[src/rtl/qdec_mvd_egk_dec_pkg.sv]
// -----------------------------------------------------------------------------
// qdec_cabac_package
// Shared CABAC sub-FSM definitions: the MVD/EGk decoder state encoding, the
// accumulator phase encoding, the context-index constants that the parent PU
// FSM drives onto the MVD decoder's address inputs, and small state helpers.
// -----------------------------------------------------------------------------
package qdec_cabac_package;

    typedef enum logic [2:0] {
        IDLE,
        GT0,
        GT1,
        PREFIX,
        SUFFIX,
        SIGN,
        DONE
    } t_state_mvd_egk;

    typedef enum logic [1:0] {
        EGK_NONE,
        EGK_PREFIX,
        EGK_SUFFIX
    } t_egk_phase;

    // Context indices of abs_mvd_greater0_flag / abs_mvd_greater1_flag.
    localparam int unsigned CTXIDX_ABS_MVD_GT0_FLAG = 42;
    localparam int unsigned CTXIDX_ABS_MVD_GT1_FLAG = 43;

    // Internal EGk accumulator width; the result is truncated to MVD_W.
    localparam int EGK_ACC_W = 32;

    // States that consume one bin from the arithmetic engine.
    function automatic logic needs_bin(t_state_mvd_egk s);
        return s inside {GT0, GT1, PREFIX, SUFFIX, SIGN};
    endfunction

    // States whose bins are bypass-coded.
    function automatic logic is_bypass(t_state_mvd_egk s);
        return s inside {PREFIX, SUFFIX, SIGN};
    endfunction

endpackage

[src/rtl/qdec_mvd_egk_dec_egk_accum.sv]
// -----------------------------------------------------------------------------
// qdec_egk_accum
// Exp-Golomb (order k) prefix/suffix accumulator for abs_mvd_minus2.
// Prefix: each 1 adds 1<<k and bumps k; a 0 arms a k-bit MSB-first suffix.
// Ports:
//   clk, rst        clock, synchronous active-high reset
//   start           clear accumulator and load k0 (new component)
//   k0              initial EGk order
//   bin, bin_vld    accepted bypass bin and its strobe
//   phase           which part of the codeword the bin belongs to
//   value           accumulated abs_mvd_minus2 (registered)
//   suffix_done     this bin completes the codeword (combinational)
//   overflow        this bin is the MAX_PREFIX-th prefix one (combinational)
// -----------------------------------------------------------------------------
module qdec_egk_accum
    import qdec_cabac_package::*;
#(
    parameter int MAX_PREFIX = 16
) (
    input  logic                 clk,
    input  logic                 rst,
    input  logic                 start,
    input  logic [5:0]           k0,
    input  logic                 bin,
    input  logic                 bin_vld,
    input  t_egk_phase           phase,
    output logic [EGK_ACC_W-1:0] value,
    output logic                 suffix_done,
    output logic                 overflow
);

    logic [5:0]           k;
    logic [5:0]           ones;
    logic [5:0]           cnt;
    logic [EGK_ACC_W-1:0] acc;
    logic [EGK_ACC_W-1:0] suf;
    logic [EGK_ACC_W-1:0] suf_nxt;
    logic                 prefix_bin;
    logic                 suffix_bin;

    assign prefix_bin = bin_vld && (phase == EGK_PREFIX);
    assign suffix_bin = bin_vld && (phase == EGK_SUFFIX);
    assign suf_nxt    = {suf[EGK_ACC_W-2:0], bin};
    assign value      = acc;

    assign overflow    = prefix_bin && bin && (ones == 6'(MAX_PREFIX - 1));
    // A terminating prefix 0 with k==0 leaves no suffix bits to read.
    assign suffix_done = (suffix_bin && (cnt == 6'd1)) ||
                         (prefix_bin && !bin && (k == 6'd0));

    // NOTE: all state here is updated with non-blocking assignments so every
    // register samples the pre-edge values, independent of statement order.
    always_ff @(posedge clk) begin
        if (rst) begin
            k    <= '0;
            ones <= '0;
            cnt  <= '0;
            acc  <= '0;
            suf  <= '0;
        end else if (start) begin
            k    <= k0;
            ones <= '0;
            cnt  <= '0;
            acc  <= '0;
            suf  <= '0;
        end else if (prefix_bin) begin
            if (bin) begin
                acc  <= acc + (EGK_ACC_W'(1) << k);
                k    <= k + 6'd1;
                ones <= ones + 6'd1;
            end else begin
                cnt <= k;
                suf <= '0;
            end
        end else if (suffix_bin) begin
            suf <= suf_nxt;
            cnt <= cnt - 6'd1;
            if (cnt == 6'd1) begin
                acc <= acc + suf_nxt;
            end
        end
    end

endmodule

[src/rtl/qdec_mvd_egk_dec.sv]
// -----------------------------------------------------------------------------
// qdec_mvd_egk_dec
// MVD decoder sub-FSM: sequences greater0/greater1 context bins, the EGk
// remainder and the sign bin for NUM_COMP components, then returns signed
// MVDs with a one-cycle valid pulse.
// Ports:
//   clk, rst                    clock, synchronous active-high reset
//   mvd_start                   start pulse (honoured in IDLE only)
//   ctx_gt0_addr, ctx_gt1_addr  context addresses for greater0/greater1
//   ctx_addr, ctx_addr_vld      bin request address and strobe
//   dec_run                     ctx_addr_vld delayed one cycle
//   ep_mode                     1 = bypass bin for the current request
//   dec_rdy                     engine accepts requests
//   bin, bin_vld                decoded bin and strobe
//   mvd_out, mvd_out_vld        packed signed MVDs (comp 0 in LSBs), pulse
//   mvd_err                     prefix overflow, pulses with mvd_out_vld
// -----------------------------------------------------------------------------
module qdec_mvd_egk_dec
    import qdec_cabac_package::*;
#(
    parameter int NUM_COMP   = 2,
    parameter int EGK_ORDER  = 1,
    parameter int MAX_PREFIX = 16,
    parameter int MVD_W      = 16,
    parameter int CTX_ADDR_W = 10
) (
    input  logic                      clk,
    input  logic                      rst,
    input  logic                      mvd_start,
    input  logic [CTX_ADDR_W-1:0]     ctx_gt0_addr,
    input  logic [CTX_ADDR_W-1:0]     ctx_gt1_addr,
    output logic [CTX_ADDR_W-1:0]     ctx_addr,
    output logic                      ctx_addr_vld,
    output logic                      dec_run,
    output logic                      ep_mode,
    input  logic                      dec_rdy,
    input  logic                      bin,
    input  logic                      bin_vld,
    output logic [NUM_COMP*MVD_W-1:0] mvd_out,
    output logic                      mvd_out_vld,
    output logic                      mvd_err
);

    localparam int CW = (NUM_COMP > 1) ? $clog2(NUM_COMP) : 1;

    t_state_mvd_egk       state, nxt_state;
    logic [CW-1:0]        comp_idx, nxt_comp;
    logic [NUM_COMP-1:0]  gt0, gt1, nxt_gt0, nxt_gt1;
    logic                 pending, pending_hold, take, issue;
    logic                 acc_start, err_r;
    logic [CW:0]          sel;
    logic [MVD_W-1:0]     res [NUM_COMP];
    logic [MVD_W-1:0]     mag;
    logic [EGK_ACC_W-1:0] acc_value;
    logic                 suffix_done, overflow;
    t_egk_phase           phase;

    // Lowest set index of mask at or above 'from'; MSB flags a hit.
    function automatic logic [CW:0] first_set(logic [NUM_COMP-1:0] mask, int from);
        logic [CW:0] r;
        r = '0;
        for (int i = NUM_COMP - 1; i >= 0; i--) begin
            if (mask[i] && i >= from) r = {1'b1, CW'(i)};
        end
        return r;
    endfunction

    // A bin only counts when it answers our single outstanding request.
    assign take         = bin_vld && pending;
    assign pending_hold = pending && !take;
    assign issue        = needs_bin(nxt_state) && !pending_hold && dec_rdy;

    assign phase = (state == PREFIX) ? EGK_PREFIX :
                   (state == SUFFIX) ? EGK_SUFFIX : EGK_NONE;
    assign mag   = gt1[comp_idx] ? MVD_W'(acc_value + EGK_ACC_W'(2)) : MVD_W'(1);

    qdec_egk_accum #(
        .MAX_PREFIX (MAX_PREFIX)
    ) u_accum (
        .clk         (clk),
        .rst         (rst),
        .start       (acc_start),
        .k0          (6'(EGK_ORDER)),
        .bin         (bin),
        .bin_vld     (take),
        .phase       (phase),
        .value       (acc_value),
        .suffix_done (suffix_done),
        .overflow    (overflow)
    );

    // Next-state is combinational so a request can issue on the same edge
    // that consumes the previous bin (bin_vld at t -> ctx_addr_vld at t+1).
    always_comb begin
        // NOTE: every output of this block gets a default first so that no
        // path through the case leaves a variable unassigned (no latches).
        nxt_state = state;
        nxt_comp  = comp_idx;
        nxt_gt0   = gt0;
        nxt_gt1   = gt1;
        acc_start = 1'b0;
        sel       = '0;
        case (state)
            IDLE: begin
                if (mvd_start) begin
                    nxt_state = GT0;
                    nxt_comp  = '0;
                    nxt_gt0   = '0;
                    nxt_gt1   = '0;
                end
            end
            GT0: begin
                if (take) begin
                    nxt_gt0[comp_idx] = bin;
                    if (comp_idx == CW'(NUM_COMP - 1)) begin
                        sel       = first_set(nxt_gt0, 0);
                        nxt_comp  = sel[CW-1:0];
                        nxt_state = sel[CW] ? GT1 : DONE;
                    end else begin
                        nxt_comp = comp_idx + 1'b1;
                    end
                end
            end
            GT1: begin
                if (take) begin
                    nxt_gt1[comp_idx] = bin;
                    sel = first_set(gt0, int'(comp_idx) + 1);
                    if (sel[CW]) begin
                        nxt_comp = sel[CW-1:0];
                    end else begin
                        // All greater1 flags known: begin the first nonzero component.
                        sel       = first_set(gt0, 0);
                        nxt_comp  = sel[CW-1:0];
                        acc_start = nxt_gt1[sel[CW-1:0]];
                        nxt_state = nxt_gt1[sel[CW-1:0]] ? PREFIX : SIGN;
                    end
                end
            end
            PREFIX: begin
                if (take) begin
                    if (overflow) begin
                        nxt_state = DONE;
                    end else if (!bin) begin
                        nxt_state = suffix_done ? SIGN : SUFFIX;
                    end
                end
            end
            SUFFIX: begin
                if (take && suffix_done) nxt_state = SIGN;
            end
            SIGN: begin
                if (take) begin
                    sel = first_set(gt0, int'(comp_idx) + 1);
                    if (sel[CW]) begin
                        nxt_comp  = sel[CW-1:0];
                        acc_start = gt1[sel[CW-1:0]];
                        nxt_state = gt1[sel[CW-1:0]] ? PREFIX : SIGN;
                    end else begin
                        nxt_state = DONE;
                    end
                end
            end
            DONE:    nxt_state = IDLE;
            default: nxt_state = IDLE;
        endcase
    end

    always_ff @(posedge clk) begin
        if (rst) begin
            state        <= IDLE;
            comp_idx     <= '0;
            gt0          <= '0;
            gt1          <= '0;
            pending      <= 1'b0;
            err_r        <= 1'b0;
            ctx_addr     <= '0;
            ctx_addr_vld <= 1'b0;
            dec_run      <= 1'b0;
            ep_mode      <= 1'b0;
            mvd_out      <= '0;
            mvd_out_vld  <= 1'b0;
            mvd_err      <= 1'b0;
            // NOTE: the per-component result array is a handful of flops, not
            // a RAM, so it is reset with everything else and never leaks stale MVDs.
            for (int i = 0; i < NUM_COMP; i++) res[i] <= '0;
        end else begin
            state        <= nxt_state;
            comp_idx     <= nxt_comp;
            gt0          <= nxt_gt0;
            gt1          <= nxt_gt1;
            pending      <= pending_hold || issue;
            ctx_addr_vld <= issue;
            dec_run      <= ctx_addr_vld;
            mvd_out_vld  <= 1'b0;
            mvd_err      <= 1'b0;

            // Address and mode only change on a new request, so they hold
            // steady until the matching bin returns.
            if (issue) begin
                ctx_addr <= (nxt_state == GT0) ? ctx_gt0_addr :
                            (nxt_state == GT1) ? ctx_gt1_addr : '0;
                ep_mode  <= is_bypass(nxt_state);
            end

            if (state == IDLE && mvd_start) begin
                err_r <= 1'b0;
                for (int i = 0; i < NUM_COMP; i++) res[i] <= '0;
            end

            if (state == SIGN && take) begin
                res[comp_idx] <= bin ? (~mag + 1'b1) : mag;
            end

            // Overflowed component keeps its cleared (zero) result.
            if (state == PREFIX && take && overflow) err_r <= 1'b1;

            if (state == DONE) begin
                mvd_out_vld <= 1'b1;
                mvd_err     <= err_r;
                for (int i = 0; i < NUM_COMP; i++) mvd_out[i*MVD_W +: MVD_W] <= res[i];
            end
        end
    end

endmodule

[config.mk]
export PLATFORM = sky130hd
export DESIGN_NAME = qdec_mvd_egk_dec
export DESIGN_NICKNAME = d
export VERILOG_FILES = /design/src/rtl/qdec_mvd_egk_dec_pkg.sv /design/src/rtl/qdec_mvd_egk_dec_egk_accum.sv /design/src/rtl/qdec_mvd_egk_dec.sv
export SDC_FILE = /design/constraint.sdc
export NUM_CORES = 1
export LEC_CHECK = 0
export CORE_MARGIN = 3
export CORE_UTILIZATION = 54
export DETAILED_ROUTE_END_ITERATION = 10
export PLACE_DENSITY = 0.79
export SETUP_SLACK_MARGIN = 0.05
export SLEW_MARGIN = 25
export SYNTH_ARGS = -nofsm -noshare
export SYNTH_HDL_FRONTEND = slang
export SYNTH_SLANG_ARGS = --single-unit
[constraint.sdc]
create_clock -name clk -period 4.7 [get_ports clk]
set_input_delay 0.47 -clock clk [delete_from_list [all_inputs] [get_ports clk]]
set_output_delay 0.47 -clock clk [all_outputs]
set_load 0.005 [all_outputs]
# Yosys cells after proc, flatten, opt, wreduce, memory -nomap -nowiden
# Memory sizes are Yosys's and may differ from the RTL's. A register that Yosys moved wholly into a read port is not among the register bits.
# Index checks and enable logic that the tools add are counted.
[classes]
add_sub_neg = 9
mul = 0
n_div = 0
magnitude_cmp = 6
n_eq_ne = 22
shifts = 1
muxes = 94
n_bitwise = 4
n_reduce_logical = 46
[ops]
columns = ["operator", "n"]
rows = [
  ["$mux 32", 4],
  ["$mux 31", 3],
  ["$mux 16", 5],
  ["$add 32x32->32", 2],
  ["$mux 3", 14],
  ["$mux 1", 40],
  ["$shl 1x6->32 const A", 1],
  ["$mux 2", 15],
  ["$mux 10", 2],
  ["$logic_and 1x1->1", 19],
  ["$mux 6", 3],
  ["$pmux 3 s6", 1],
  ["$add 16x1->16 const B", 1],
  ["$add 16x2->16 const B", 1],
  ["$not 16->16", 1],
  ["$reduce_or 16->1", 1],
  ["$eq 3x3->1 const B", 5],
  ["$ne 2x2->1 const B", 7],
  ["$reduce_bool 2->1", 7],
  ["$add 6x1->6 const B", 2],
  ["$eq 3x2->1 const B", 4],
  ["$reduce_and 3->1", 3],
  ["$pmux 2 s2", 2],
  ["$eq 3x1->1 const B", 2],
  ["other kinds (26)", 37],
]
[word_totals]
ff_bits = 106
latch_bits = 0
mem_bits_rw = 32
romBits = 0
in_bits = 26
out_inout_bits = 47
elab_cells = 201
n_memories = 1
[mem_list]
columns = ["memory", "depth", "width", "rd", "rd_ports_with_merged_regs", "wr", "line_no", "text"]
rows = [
  ["res", 2, 16, 2, 2, 2, "qdec_mvd_egk_dec.sv:52", "logic [MVD_W-1:0] res [NUM_COMP];"],
]

# Logic depth before layout (Yosys ltp)
# Gate-level depths: netlist of run 1.
[depth]
ltp_word = 21
depth_mapped = 16
depth_no_buf = 14

# Modules after synthesis
# From an unflattened synthesis of run 1, not the netlist that was laid out.
[unflattened]
hier_cells = 1232
area_unflattened_um2 = 10059.6
[modules_own_cells]
columns = ["module", "n_inst", "cells_each", "area_each_um2", "seq_area_each_um2"]
rows = [
  ["qdec_egk_accum", 1, 681, 5297.6, 1621.6],
  ["qdec_mvd_egk_dec", 1, 551, 4762.1, 2102.0],
]

# Worst setup path after synthesis of run 1
# Ideal clock, no wire load.
[synth_path]
kind = "input to register"
startpoint = "input bin_vld"
endpoint = "register u_accum.acc[15], in the netlist u_accum.value[15]"
setup_time_ps = 70
arrival_time_ps = 3453
path_slack_ps = 1176
stages = 15
cell_sequence = "and2_1 -> clkbuf_1 -> nand3_1 -> clkbuf_1 -> buf_1 -> a32o_1 -> ha_1 -> nor3_1 -> nor2_1 -> a2111oi_4 -> o31ai_1 -> o41ai_2 -> xnor2_1 -> or3_1 -> a21oi_1"
[synth_via]
elab_chain_cells = 4
[synth_rtl]
columns = ["element", "line_no", "text"]
rows = [
  ["start, declared", "qdec_mvd_egk_dec.sv:38", "input logic bin_vld,"],
  ["$logic_and 1x1->1 (*)", "qdec_mvd_egk_dec.sv:69", "assign take = bin_vld && pending;"],
  ["$mux 1 (tied with other cells)", "qdec_mvd_egk_dec.sv:152", "if (take) begin"],
  ["$pmux 1 s2 (tied with other cells)", "qdec_mvd_egk_dec.sv:103", "case (state)"],
  ["$reduce_or 2->1 (no source line) or $reduce_and 3->1 (tied branches)", "n/a", ""],
  ["end signal, assigned", "qdec_mvd_egk_dec_egk_accum.sv:68", "acc <= acc + (EGK_ACC_W'(1) << k);"],
  ["end signal, assigned", "qdec_mvd_egk_dec_egk_accum.sv:79", "acc <= acc + suf_nxt;"],
  ["end, declared", "qdec_mvd_egk_dec_egk_accum.sv:35", "logic [EGK_ACC_W-1:0] acc;"],
]
# Mark *: on every way between the ends. The rest lies on a longest branch, timed or not.
# A chain may end at the register's enable or synchronous reset.

# Worst setup path after layout of run 1
[layout_path]
startpoint = "input bin_vld"
endpoint = "register u_accum.acc[14], in the netlist u_accum.value[14]"
# The elaborated chain is that of the path after synthesis.

==> summary by stage, run 1 <==
Status
The flow ran to the end, and the final reports show no timing, DRC or antenna violations.

Timing
The final-report max-slew violation count was 0. The maximum clock skew at final layout is 0.007204 ns. Setup repair after global routing left no endpoint under its margin.

The smallest clock period supported by the final layout is computed as 3.904 ns. On the final layout, the worst hold slack is 0.4538 ns. The headroom to the max-slew limit is 46.05%. Setup total negative slack on the finished layout was measured at 0 ns. Dividing the final minimum period by the clock period gives 83.07%. Setup violations remaining at the end of the flow were counted as 0. Timing would allow up to 0.2561 GHz.

The final count of hold timing violations came to 0. For the pin with the worst max-slew slack, the measured transition is 0.8092 ns.

CTS
The H-tree depth reported by CTS is 4. In this run, post-CTS repair resized a total of 0 instances. The number of clock buffers inserted by TritonCTS is 17. The clock latency at the later pin of the worst-skew pair is 0.42 ns.

The clock passes through at most 2 buffers. The clock drives 138 sinks. The post-CTS repair timing setup buffer count is 0. TritonCTS built the clock tree.

After clock tree synthesis, the clock-pin slew on the worst setup and hold paths is 0.06 ns. The number of buffers inserted for hold repair after clock tree synthesis is 0. The tree is rooted in a clkbuf_16.

Cells and area
Registers take 3083 um^2. The final net count is 963. The number of antenna diodes in the final layout is 0. The area added between synthesis and finish is 18.60%. Leaving out fill and tap cells, the most frequent cell in the layout is nand2_1. The fraction of final layout cells with drive strength greater than 1 is 9.967%.

The filler cells instantiated in the layout total 1069. Measured on the finished design, the core utilization comes to 65.94%. In the layout the commonest cells are nand2_1 (135), dfxtp_1 (106), nor2_1 (103).

The multi-input combinational cell area is 4020 um^2.

Synth
Summing the areas of all and, or, nand and nor instances in the mapped netlist gives 23.39% of the synthesized area. The synthesized area per cell is 8.589 um^2. For this run, the register share of the synthesized area comes to 41.54%.

The number of synthesized flops with an enable pin is 32. The number of register bits inferred by synthesis is 138. The synthesized-area fraction occupied by xor and xnor cells is 4.957%. After synthesis, the largest family of logic cells by area is simple AND/OR/NAND/NOR gates.

The most used flip-flop cell after synthesis is dfxtp_1. In this run the cell area of the synthesized design comes to 7421 um^2. The fraction of the mapped netlist area in compound gates is 20.06%.

Synthesis produced a netlist with a net count of 917. In the synthesized netlist, the number of instances is 864. The share of synthesized cell area in full adder, half adder and majority cells is 4.654%.

The number of warnings issued by yosys is 0. The number of distinct library cell variants in the gate-level netlist after synthesis is 76. In the synthesized netlist, mux cells make up 1.096% of the area. The async set-or-reset flop fraction in the synthesized netlist is 0%.

Critical path
The worst reg2reg path startpoint is state[2]. Walking the worst path, the cells encountered are clkdlybuf4s50_1 > and2_1 > nand3_1 > a22o_1 > fa_1 > a21o_1 > a21oi_1 > o21ai_0 > o211ai_1 > o311ai_0 > o31ai_1 > xor2_1 > o31ai_1. The most numerous cell on the critical path is o31ai_1.

The flop-to-flop setup slack is 0.88 ns. In this run the critical register-to-register path is captured at u_accum.value[15]. The combined buffer and inverter count along the critical path is 1. The library cell contributing the largest single delay on the critical path is clkdlybuf4s50_1. At the worst endpoint, the required time is 4.98 ns.

The type of element capturing the critical path is a flop. The number of cells on the worst reg-to-reg path is 13. The critical-path maximum fanout is 10. The largest stage delay on the critical path is 0.52 ns.

The startpoint class of the critical path is an input port. The critical path in this run is classified as in2reg. Data arrives at the worst endpoint at 4.19 ns. The kind of cell with the highest combined delay along the critical path is compound AO/OA/AOI/OAI gates.

Placement
The final weighted congestion of routability-driven global placement is 0.9080. The count of input and output buffers is 72. The detailed placement HPWL is 11.47 mm.

Global routing
The first global-routing pass estimated 27.92 mm of wire. The maximum number of pins on one net before global-route repair is 44. The number of global-route vias before repair is 5845.

The total overflow left after global routing is 0. The initial antenna violation count came to 0. The overall fraction of global-route tracks in use is 22.76%.

Power
The total leakage power is 3.195 nW. The maximum ir drop on the vdd rail is 0.3344 mV. The total power density per cell area is 313.9 nW/um^2.

The power after layout is 0.002763 W.

Worst hold path
The beginning of the worst hold path is mvd_out[19]. The worst hold path was traced through 2 stages. The worst hold path belongs to the class reg2reg. The worst hold path terminates at mvd_out[19].

Drt
The number of nets still failing antenna checks after routing is 0. The routed design has 16.72 mm of wire. The per-cell via count in the routed design is 5.760. The wire length per cell is 15.21 um.

For this block, the via count after detailed routing is 6330. The violation count after the first detailed-routing iteration is 481. The DRC violation count after routing is 0. Before antenna repair, the detailed router went through 5 iterations.

Floorplan
The floorplan die area is 15180 um^2. The core footprint is 13350 um^2. The initial core utilization is 55.60%. The height of the die is 123.2 um.

Measured along the x axis, the die boundary spans 123.2 um. The site row count is 42. The count of boundary I/O pins is 73.

Job
The tool flagged a number of max-cap violations equal to 0.
layout make-up:
class | count | area share (%)
timing repair buffer | 85 | 9.241
clock buffer | 19 | 5.402
tap | 176 | 2.502
inverter | 15 | 0.6397
sequential | 138 | 35.03
multi-input combinational | 653 | 45.68
clock inverter | 13 | 1.507
stage by stage:
| stage | setup WS [ns] | instances | area [um^2] |
|---|---|---|---|
| final | 0.7956 | 1099 | 8801 |
| after global routing | 0.3900 | 1099 | 8801 |
| after global placement | 0.4707 | 1067 | 8192 |
| after floorplan | 1.176 | 864 | 7421 |
| after CTS | 0.8154 | 1099 | 8801 |
| after detailed placement | 0.4142 | 1067 | 8193 |
synthesized netlist by cell type, drive strengths merged, types with 2 or more instances:
master / n / area share, %
dfxtp: 106 / 29
nor4: 8 / 0.96
nand3b: 2 / 0.20
a21oi: 87 / 5.9
xnor2: 21 / 2.5
o31ai: 10 / 1.1
nor2b: 12 / 1.0
o21ai: 27 / 1.9
a22o: 12 / 1.4
a211oi: 9 / 1.2
nand2: 135 / 6.8
a221oi: 11 / 2.0
a31oi: 7 / 0.59
clkbuf: 35 / 1.8
edfxtp: 32 / 13
o2111ai: 2 / 0.32
or2: 3 / 0.25
a21boi: 2 / 0.20
and3: 3 / 0.25
nor3: 25 / 2.5
xor2: 21 / 2.5
nand3: 28 / 2.0
o31a: 2 / 0.24
a22oi: 11 / 1.1
mux2i: 7 / 0.94
a21o: 5 / 0.51
nand2b: 12 / 1.0
nor2: 104 / 5.4
and2: 5 / 0.42
o21bai: 3 / 0.30
a32o: 5 / 0.67
ha: 26 / 4.4
o21a: 2 / 0.20
or3: 10 / 0.91
o211ai: 4 / 0.40
nand4: 9 / 0.93
buf: 23 / 1.8
nor3b: 2 / 0.27
o22ai: 4 / 0.34
inv: 15 / 0.76
routing by layer:
layer | global-route usage (%) | share of wire (%) | routed length [um] | up-vias
met5 | 0 | 0 | 0 | -
met4 | 7.336 | 1.2 | 204 | 0
met3 | 6.496 | 6.6 | 1103 | 22
met2 | 36.53 | 46 | 7652 | 188
met1 | 29.72 | 46 | 7758 | 2964
li1 | - | - | - | 3156
worst register-to-register path: cells and delay by family, from the launching register on:
family | cells | cell delay [ns]
flops | 1 | 0.45
fa+ha+maj | 1 | 0.28
compound gates | 6 | 1.30
simple gates | 5 | 1.60
xor+xnor | 1 | 0.13
registers in the layout, summed over array words and instances, names as in the netlist, 3 cells and up:
register / count
u_accum.cnt: 6
u_accum.ones: 6
res: 32
mvd_out: 32
ctx_addr: 10
u_accum.suf: 15
u_accum.value: 16
state: 3
u_accum.k: 6
kinds of logic (layout without fill, tap and decap cells):
| group | count (synthesis) | in the layout |
|---|---|---|
| AND/OR/NAND/NOR | 362 | 362 |
| AO/OA/AOI/OAI | 214 | 214 |
| flip-flops | 138 | 138 |
| buffers and inverters | 73 | 132 |
| XOR/XNOR | 42 | 42 |
| adder cells (fa/ha/maj) | 27 | 27 |
| multiplexers | 8 | 8 |
how the worst max path moves through the flow:
| stage | startpoint | end | slack (ns) | cells past startpoint |
|---|---|---|---|---|
| CTS | bin_vld | u_accum.value[14] | 0.82 | 13 |
| finish | bin_vld | u_accum.value[14] | 0.80 | 13 |
| floorplan | bin_vld | u_accum.value[15] | 1.18 | 15 |
| detailed placement | bin_vld | u_accum.value[14] | 0.41 | 13 |
| global route | bin_vld | u_accum.value[14] | 0.39 | 13 |
| global placement | bin_vld | u_accum.value[14] | 0.47 | 13 |
where the power goes:
group          switching [W]  internal (W)  total, W  leakage [nW]
clock               0.000579      0.000771   0.00135         0.299
sequential         0.0000151       0.00124   0.00126          1.20
combinational      0.0000885     0.0000690  0.000157          1.69
Note: power is estimated with default switching activity, not from simulation.
==> inputs of run 2 (changes only) <==
--- a/config.mk
+++ b/config.mk
@@ -6,9 +6,9 @@
 export NUM_CORES = 1
 export LEC_CHECK = 0
 export CORE_MARGIN = 3
-export CORE_UTILIZATION = 54
+export CORE_UTILIZATION = 52
 export DETAILED_ROUTE_END_ITERATION = 10
-export PLACE_DENSITY = 0.79
+export PLACE_DENSITY = 0.8
 export SETUP_SLACK_MARGIN = 0.05
 export SLEW_MARGIN = 25
 export SYNTH_ARGS = -nofsm -noshare
==> constraint.sdc (replaced) <==
create_clock -name clk -period 3.4 [get_ports clk]
set_input_delay 0.34 -clock clk [delete_from_list [all_inputs] [get_ports clk]]
set_output_delay 0.34 -clock clk [all_outputs]
set_load 0.005 [all_outputs]
==> run 2 against run 1 <==
Clock-buffer cell count decreased by 2. Power increased by 36%. First-iteration DRC count increased by 21%. Final cell count increased by 5.8%. Non-clock buffer count increased by 60. Highest routed layer unchanged. Largest power group unchanged.
==> summary by stage, run 2 (synthesis results as in run 1) <==
CTS
The CTS sink count is 138 (unchanged). The clock-pin slew reported for the worst setup and hold paths after clock tree synthesis is 0.06 ns (about the same). The clock latency at the later pin of the worst-skew pair is 0.42 ns (about the same).

CTS placed an instance of clkbuf_16 at the clock tree root. The number of clock buffers inserted by TritonCTS came to 17 (unchanged). The number of buffers inserted for hold repair after clock tree synthesis is 0 (unchanged).

The H-tree depth reported by CTS came to 4 (unchanged). The maximum root-to-sink buffer count was 2 (unchanged). TritonCTS built the clock tree.

Drt
The detailed-router iteration count before antenna repair is 5 (unchanged). The DRC violation count after routing is 0 (unchanged). The overall routed net length is 17.46 mm (+4.4%). The per-cell via count in the routed design is 5.733 (-0.47%).

The number of nets still failing antenna checks after routing is 0 (unchanged). The wire length per cell was 15.01 um (-1.3%). The violation count after the first detailed-routing iteration is 584 (+21%).

The number of vias in the routed layout came to 6667 (+5.3%).

Cells and area
The top cell types in the final layout, fill and taps aside, are nand2_1 (135), dfxtp_1 (104), nor2_1 (102). The final standard cell count with taps included and fillers excluded is 1163 (+5.8%). The summed area of non-filler cells in the final layout is 9265 um^2 (+5.3%). Relative to the synthesized area, the layout overhead comes to 24.85%. The fraction of final layout cells with drive strength greater than 1 is 16.38% (+6.4 points). The count of inserted antenna diode cells is 0 (unchanged). The post-route core utilization is 66.49% (+0.55 points). The library cell used most frequently in the layout, excluding fill and tap cells, is nand2_1. The final net count is 1023 (+6.2%).

Floorplan
The height of the die is 125.5 um (+1.8%). The initial core utilization is 53.25% (-2.3 points). The width of the die is 125.5 um (+1.8%). The core footprint is 13930 um^2 (+4.4%). The site row count is 43 (+2.4%). The floorplan die area is 15740 um^2 (+3.7%). The count of boundary I/O pins was 73 (unchanged).

Critical path
The critical-path maximum fanout is 4 (-6). STA classifies the critical path endpoint as a flop. The cell family contributing the most delay on the critical path is compound AO/OA/AOI/OAI gates.

For this design, the slowest cell found on the critical path is or3_4. The largest stage delay on the critical path is 0.43 ns (-0.09 ns). The classification of the worst setup path is reg2reg. The critical path goes through or3_4 > nor4_4 > a22o_1 > ha_4 > a211oi_2 > o21ai_2 > a2111oi_4 > o31ai_2 > o41ai_2 > xnor2_1 > or3_1 > a21oi_1. The combined buffer and inverter count along the critical path is 0 (-1).

The required time of the critical path was 3.76 ns (-1.22 ns). The endpoint arrival time on the critical path is 3.61 ns (-0.58 ns). The flop-to-flop setup slack is 0.14 ns (-0.74 ns). STA classifies the critical path startpoint as a flop.

Timing
The maximum clock skew at final layout was 0.007333 ns (+0.0001291 ns). Static timing analysis puts the maximum clock frequency at 0.3072 GHz. Of the available clock period, the critical path in the final layout requires 95.74%. The final count of hold timing violations is 0 (unchanged). The final-report max-slew violation count came to 0 (unchanged). The total setup violations reported at the end of the flow is 0 (unchanged). The slew at the pin closest to its max-slew limit is 0.6627 ns (-0.1465 ns). The post-layout worst setup margin was 0.1448 ns (-0.6508 ns). Setup repair after global routing could not meet its margin everywhere.

The headroom to the max-slew limit is 55.77% (+9.7 points). The routed design could run at a clock period as short as 3.255 ns.

Power
The total leakage power is 3.504 nW (+9.7%). The maximum ir drop on the vdd rail came to 0.3409 mV (+1.9%). The total power density per cell area came to 404.1 nW/um^2 (+29%). The power after layout is 0.003744 W (+36%).

Global routing
The global-route congestion overflow total is 0 (unchanged). The first-pass GRT wire length is 29.70 mm (+6.4%). The number of global-route vias before repair is 6213 (+6.3%). The initial antenna violation count came to 0 (unchanged). The maximum number of pins on one net before global-route repair is 50 (+14%). The overall fraction of global-route tracks in use came to 22.50% (-0.26 points).

Placement
The count of input and output buffers is 72 (unchanged). The final weighted congestion of routability-driven global placement is 0.8851 (-2.5%). The worst setup slack after placement came to -0.3382 ns (-0.7525 ns). The number of cells after detailed placement is 1129 (+5.8%). The placed standard-cell area came to 8638 um^2 (+5.4%). The detailed placement HPWL is 12.51 mm (+9.1%).

Status
The flow ran to the end, and the final reports show no timing, DRC or antenna violations.

Worst hold path
The path category of the worst min-delay check is in2reg.

Job
The max-cap check violation count is 0 (unchanged).
==> run 2: cell types whose count changed in the layout (fill, tap and decap cells not counted), moves of 2 or more <==
cell and delta:
buf_4 +60, clkbuf_16 -2, dfxtp_1 -2, dfxtp_2 +2, inv_4 +2, inv_8 -2
o21ai_2 +2
==> run 2: worst register-to-register path: stages (launching register included) <==
cell,delay [ns]
dfxtp_1,0.31
or3_4,0.43
nor4_4,0.23
a22o_1,0.27
ha_4,0.23
a211oi_2,0.27
o21ai_2,0.14
a2111oi_4,0.34
o31ai_2,0.15
o41ai_2,0.24
xnor2_1,0.12
or3_1,0.31
a21oi_1,0.14
==> run 2: cell type report <==
class,instances,area [um^2]
inverters,15,56.30
well taps,180,225.2
clock inverters,15,145.1
flip-flops and latches,138,3085
repair buffers,145,1266
fillers,1128,4669
clock buffers,17,425.4
multi-input cells,653,4061
==> run 2: worst paths after layout <==
check,cells past startpoint,start,endpoint
max reg2reg,12,u_accum.k[3],u_accum.value[15]
max,12,u_accum.k[3],u_accum.value[15]
min,2,rst,u_accum.k[0]
min reg2reg,2,mvd_out[7],mvd_out[7]
==> run 2: through the flow <==
stage,TNS (ns),hold slack (ns)
2_1_floorplan,0,0.4309
3_3_place_gp,-0.7426,0.4392
3_5_place_dp,-1.074,0.4466
4_1_cts,0,0.2402
5_1_grt,-0.02720,0.2733
6_report,0,0.2581
==> run 2: metal layers <==
metal	vias to the layer above	GRT usage (%)	wire (um)
met5	-	0	0
met4	0	7.334	310
met3	31	5.639	1106
met2	245	36.31	8289
met1	3104	29.68	7753
li1	3287	-	-
==> run 2: where the power goes <==
group,internal [W],switching [W],leakage [nW]
registers,0.00171,0.0000206,1.20
clock network,0.000974,0.000802,0.286
logic,0.000107,0.000126,2.01
total,0.00280,0.000949,3.50
==> run 2: timing repair <==
| item | in CTS | in global routing |
|---|---|---|
| gates resized for setup | 0 | 12 |
| setup endpoints to repair | 0 | 4 |
| setup buffers | 0 | 2 |
